[config.mk]
export PLATFORM = sky130hd
export DESIGN_NAME = timer_ctrl
export DESIGN_NICKNAME = d
export VERILOG_FILES = /design/src/rtl/timer_ctrl.sv
export SDC_FILE = /design/constraint.sdc
export NUM_CORES = 1
export LEC_CHECK = 0
export CAP_MARGIN = 20
export CORE_UTILIZATION = 49
export CTS_CLUSTER_SIZE = 16
export DETAILED_ROUTE_END_ITERATION = 8
export GPL_ROUTABILITY_DRIVEN = 0
export PLACE_DENSITY_LB_ADDON = 0.05
export SETUP_SLACK_MARGIN = 0.5
export SLEW_MARGIN = 30
export SYNTH_ARGS = -nofsm -noshare
export SYNTH_HDL_FRONTEND = slang
export SYNTH_SLANG_ARGS = --single-unit
[constraint.sdc]
create_clock -name clk -period 4.2 [get_ports clk]
set_input_delay 0.84 -clock clk [delete_from_list [all_inputs] [get_ports clk]]
set_output_delay 0.84 -clock clk [all_outputs]
set_load 0.01 [all_outputs]
[src/rtl/timer_ctrl.sv]
// Prescaled count-enable, clear sequencing and epoch extension for the 4-bit Gray counter stage.
// Match raises irq one cycle after elapsed==match_val; no backpressure, start/stop/pause are sampled every cycle.
module timer_ctrl #(
  parameter int PRESCALE = 10,
  parameter int EPOCH_W  = 8
) (
  input  logic               clk,
  input  logic               clr,
  input  logic               start,
  input  logic               stop,
  input  logic               pause,
  input  logic               periodic,
  input  logic [EPOCH_W+3:0] match_val,
  input  logic [3:0]         cnt_gray,
  input  logic               cnt_tc,
  output logic               cten,
  output logic               cnt_clr_b,
  output logic [EPOCH_W+3:0] elapsed,
  output logic               busy,
  output logic               done,
  output logic               irq
);

  localparam int DIV_W = $clog2(PRESCALE);
  localparam logic [DIV_W-1:0] DIV_MAX = DIV_W'(PRESCALE - 1);

  typedef enum logic [2:0] {
    S_IDLE,
    S_CLEAR,
    S_RUN,
    S_PAUSE,
    S_DONE
  } state_t;

  state_t             state;
  logic [DIV_W-1:0]   div;
  logic [EPOCH_W-1:0] epoch;
  logic [3:0]         cnt_bin;
  logic               match;

  assign cnt_bin[3] = cnt_gray[3];
  assign cnt_bin[2] = ^cnt_gray[3:2];
  assign cnt_bin[1] = ^cnt_gray[3:1];
  assign cnt_bin[0] = ^cnt_gray[3:0];

  assign elapsed = {epoch, cnt_bin};
  assign match   = (elapsed == match_val);

  // Decoded from state/div flops only, so the counter sees a glitch-free enable.
  assign cten = (state == S_RUN) && (div == DIV_MAX);

  always_ff @(posedge clk or negedge clr) begin
    if (!clr) begin
      state     <= S_IDLE;
      div       <= '0;
      epoch     <= '0;
      cnt_clr_b <= 1'b1;
      irq       <= 1'b0;
      done      <= 1'b0;
      busy      <= 1'b0;
    end else begin
      irq       <= 1'b0;
      cnt_clr_b <= 1'b1;
      // Track the counter wrap on the same edge it returns to 0000.
      if (cten && cnt_tc) begin
        epoch <= epoch + 1'b1;
      end
      case (state)
        S_IDLE: begin
          if (start) begin
            state     <= S_CLEAR;
            cnt_clr_b <= 1'b0;
            busy      <= 1'b1;
          end
        end
        S_CLEAR: begin
          div   <= '0;
          epoch <= '0;
          if (stop) begin
            state <= S_IDLE;
            busy  <= 1'b0;
          end else begin
            state <= S_RUN;
          end
        end
        S_RUN: begin
          div <= (div == DIV_MAX) ? '0 : div + 1'b1;
          if (stop) begin
            state <= S_IDLE;
            busy  <= 1'b0;
          end else if (match) begin
            irq <= 1'b1;
            if (periodic) begin
              state     <= S_CLEAR;
              cnt_clr_b <= 1'b0;
            end else begin
              state <= S_DONE;
              busy  <= 1'b0;
              done  <= 1'b1;
            end
          end else if (pause) begin
            state <= S_PAUSE;
          end
        end
        S_PAUSE: begin
          if (stop) begin
            state <= S_IDLE;
            busy  <= 1'b0;
          end else if (!pause) begin
            state <= S_RUN;
          end
        end
        S_DONE: begin
          if (stop) begin
            state <= S_IDLE;
            done  <= 1'b0;
          end else if (start) begin
            state     <= S_CLEAR;
            cnt_clr_b <= 1'b0;
            done      <= 1'b0;
            busy      <= 1'b1;
          end
        end
        default: begin
          state <= S_IDLE;
          busy  <= 1'b0;
          done  <= 1'b0;
        end
      endcase
    end
  end

endmodule

* After elaboration in Yosys (flattened, before gate mapping)
Cells that the tools add are included.
Storage, ports and cells: bits in registers 19, input port bits 23, output and inout port bits 17, logic and storage cells 75
Cells by class: add/sub/neg operators 2, equal/unequal tests 16, mux-type cells 36, bitwise gates (word level) 1, reductions and logical operators 13
Operator list (number):
- $mux 3 | 8
- $mux 1 | 19
- $mux 8 | 2
- $pmux 3 s5 | 1
- $eq 12x12->1 | 1
- $ne 3x3->1 const B | 4
- $add 8x1->8 const B | 1
- $ne 2x2->1 const B | 4
- $pmux 4 s2 | 1
- $eq 3x2->1 const B | 2
- $pmux 1 s3 | 2
- $reduce_and 5->1 | 1
- $add 4x1->4 const B | 1
- $eq 4x4->1 const B | 1
- $mux 4 | 1
- $ne 4x4->1 const B | 1
- $pmux 1 s4 | 1
- $reduce_and 4->1 | 1
- $reduce_bool 2->1 | 2
- $reduce_xor 4->1 | 1
- $eq 3x1->1 const B | 1
- $eq 3x3->1 const B | 1
- $logic_not 3->1 | 1
- $reduce_or 3->1 | 1
- 8 further kinds | 9

* Depth between registers and ports, before layout
depth in word-level cells 5, gate-level depth with buffers 7, mapped depth without buffers 7

* Least setup slack after synthesis
Ideal clock, no wire load.
path type input to output, start point input cnt_gray[1], end point output elapsed[0], arrival time 1.567 ns, path slack 1.793 ns, stages on the path 2, cell sequence xor3_1 > xor2_1
Between the ends: cells in the longest elaborated chain, start to end 1
Ends and longest elaborated chain:
- start: declaration | RTL line 14 | input logic [3:0] cnt_gray,
- $reduce_xor 4->1 | RTL line 44 | assign cnt_bin[0] = ^cnt_gray[3:0];
- end: declaration | RTL line 18 | output logic [EPOCH_W+3:0] elapsed,
Every way passes these cells.

* Worst setup path after layout
start point input cnt_gray[2], end point output elapsed[0]
The elaborated chain is that of the path after synthesis.

==> results by group <==
Logic synthesis
  • Top cells by count, synth: dfrtp_1 (18), xor2_1 (18), nor2_1 (16), nand2_1 (9), a21oi_1 (8)
  • Synth Instances: 129
  • Dominant cell type by area after synthesis: dfrtp_1
  • Top_reg_cell synth: dfrtp_1
  • Register area share after synthesis: 38.33%
  • Post-synthesis register bit count: 19
  • Yosys warnings: 0
  • Mean Syn Cell Area: 9.641 um2
  • Async set or reset register ratio after synthesis: 100.0%
  • Synth top area cells: dfrtp_1 (36%), xor2_1 (13%), nor2_1 (4.8%), xor3_1 (3.8%), a21oi_1 (3.2%)
  • Post-synth top area share: 36.22%
  • Syn Nets: 155
  • Post-synth cell types: 41
  • Cell area after synthesis: 1244 um2
  • EDFF count, synth: 0

Timing
  • Pins Over Slew Limit: 0
  • Final Hold Viols: 0
  • Period utilisation layout: 78.87%
  • Worst slew pin tran: 0.5496 ns
  • RSZ-0062 raised after global routing: no
  • Post-route setup TNS: 0 ns
  • Worst slew margin: 63.20%
  • Period minus WS final: 3.313 ns
  • Fmax: 301.9 MHz
  • Clock Skew: 0.005443 ns
  • Final setup viols: 0

Placement
  • HPWL after detailed placement: 2052 um
  • Port bufs: 39

GRT
  • First-pass GRT wire length: 4560 um
  • Antenna violations before repair: 0
  • Largest net degree at the start of global routing: 20
  • Total GRT Usage: 22.43%
  • Vias in the first global route: 1106
  • Gr ovfl total: 0

Flow run
  • Max-cap violations: 0

Final layout
  • Area of the multi-input gates: 728.2 um2
  • Layout fillers: 161
  • Reg area: 476.7 um2
  • Area grow syn2layout: 33.80%
  • Fraction of layout cells with a size suffix above 1: 7.229%
  • Post-layout nets: 193
  • Antenna diode count: 0

Pwr
  • Switching Fraction: 33.94%
  • PD cells: 295.1 nW/um2
  • Leak: 0.7196 nW
  • Seq pwr share: 48.2%
  • Comb pwr share: 33.1%
  • Pwr Total: 0.4911 mW
  • Internal: 0.3244 mW
  • Clock power share: 18.7%
  • VDD IR-drop max: 248.1 uV
  • Sw power: 0.1666 mW

CTS
  • Clock root cell: clkbuf_4
  • CTS Buf Count: 3
  • Sink Count: 19
  • Clock slew at reported path FFs: 0.11 ns
  • Post-CTS Hold Buffers: 0
  • Max Root-Sink Buffers: 2
  • CTS resizes: 0
  • Postcts setup bufs: 0
  • H-tree levels: 1
  • TritonCTS clock tree: yes
  • Clk Latency, worst-skew pair: 0.29 ns

Worst setup path
  • CP Max Fanout: 4
  • R2r setup slk: 2.22 ns
  • CP required: 3.36 ns
  • Critical R2R Launch: state[1]
  • Worst r2r path cells: 5
  • Crit. End Element: primary output
  • Critical Path Source: cnt_gray[2]
  • End of the critical path: elapsed[0]
  • Worst setup SP type: input port
  • Setup CP Type: in -> out
  • Worst reg2reg endpoint: epoch[7]
  • Data arrival, critical path: 2.47 ns

Floorplanning
  • # IOs: 40
  • Chip width: 52.38 um
  • Rows: 17
  • DIE AREA: 2744 um2
  • Core Box Area: 2297 um2
  • Vert. Die Dim: 52.38 um
  • Starting Density: 54.14%

Run status
  • Status: complete, no violations

Detailed routing
  • Initial DRC Count: 5
  • DRT antenna net count: 0
  • DRC Markers: 0
  • Avg WL per Cell: 13.79 um
  • Detailed Routing Iterations Pass 1: 5
  • Via count: 1080
  • Vias/cell: 5.567
  • Final WL: 2676 um

Min path
  • Hold Crit Class: in -> async
-- power groups by stage --
| stage | registers (mW) | clock network (mW) | logic (mW) |
|---|---|---|---|
| 6_report | 0.237 | 0.0917 | 0.163 |
| 5_1_grt | 0.240 | 0.102 | 0.182 |
| 4_1_cts | 0.236 | 0.0957 | 0.164 |
| 3_5_place_dp | 0.239 | 0 | 0.164 |
| 3_3_place_gp | 0.236 | 0 | 0.158 |
| 2_1_floorplan | 0.226 | 0 | 0.107 |
-- cell families (layout without fill, tap and decap cells) --
| family | count (synthesis) | in the layout | share of synthesized area [%] |
|---|---|---|---|
| compound gates | 22 | 22 | 11.27 |
| xor+xnor | 22 | 22 | 17.91 |
| buf+inv | 9 | 46 | 3.118 |
| fa+ha+maj | 3 | 3 | 3.018 |
| flops | 19 | 19 | 38.33 |
| mux | 2 | 2 | 1.610 |
| simple gates | 52 | 52 | 24.75 |
-- critical path, cell delays in order --
cell and delay (ns):
clkdlybuf4s50_1 0.54, xor3_1 0.39, xor2_1 0.15, clkdlybuf4s50_1 0.55
-- through the flow --
| step | utilization (%) | setup slack [ns] | hold slack (ns) | std cells | cell area, um2 |
|---|---|---|---|---|---|
| 2_1_floorplan | - | 1.793 | 0.4861 | 129 | 1244 |
| 3_3_place_gp | 71.46 | 0.9144 | 0.5175 | 190 | 1642 |
| 3_5_place_dp | 71.46 | 0.8764 | 0.5264 | 190 | 1642 |
| 4_1_cts | 72.66 | 0.8769 | 0.5497 | 194 | 1669 |
| 5_1_grt | 72.44 | 0.8001 | 0.4767 | 194 | 1664 |
| 6_report | 72.44 | 0.8874 | 0.4587 | 194 | 1664 |
-- placed cells by master (no fill, tap or decap), types with 2 or more instances in the layout --
master,Yosys,routed
clkdlybuf4s50_1,0,38
xor2_1,18,18
dfrtp_1,18,18
nor2_1,16,16
nand2_1,9,9
a21oi_1,8,8
o21ai_0,6,6
inv_1,3,3
nor3_1,3,3
nand3b_1,3,3
nor3b_1,3,3
nand4_1,3,3
ha_1,3,3
clkbuf_4,0,3
xor3_1,2,2
xnor2_1,2,2
nand3_1,2,2
mux2i_1,2,2
-- registers in the layout, indices dropped and copies added (netlist names) --
register	flops
epoch	8
div	4
state	3
busy	1
cnt_clr_b	1
done	1
irq	1
-- cell type report --
class	instances	share of cell area, %
clock buffer	3	1.353
clock inverter	1	0.3008
inverter	3	0.6767
multi-input combinational	101	43.76
sequential	19	28.65
tap	28	2.105
timing repair buffer	39	23.16
-- worst min path at each step --
stage	start	endpoint	cells past startpoint
2_1_floorplan	div[2]	div[2]	1
3_3_place_gp	div[1]	div[1]	2
3_5_place_dp	div[2]	div[2]	1
4_1_cts	div[2]	div[2]	1
5_1_grt	clr	epoch[0]	1
6_report	clr	epoch[0]	1
-- routing by layer --
metal  up-vias  GRT usage, %  wire length, um
met5         -             0                0
met4         0         8.333               10
met3         2         5.217              192
met2        44         39.24             1315
met1       506         26.39             1159
li1        528             -                -
Power figures use the tool's default switching activity.
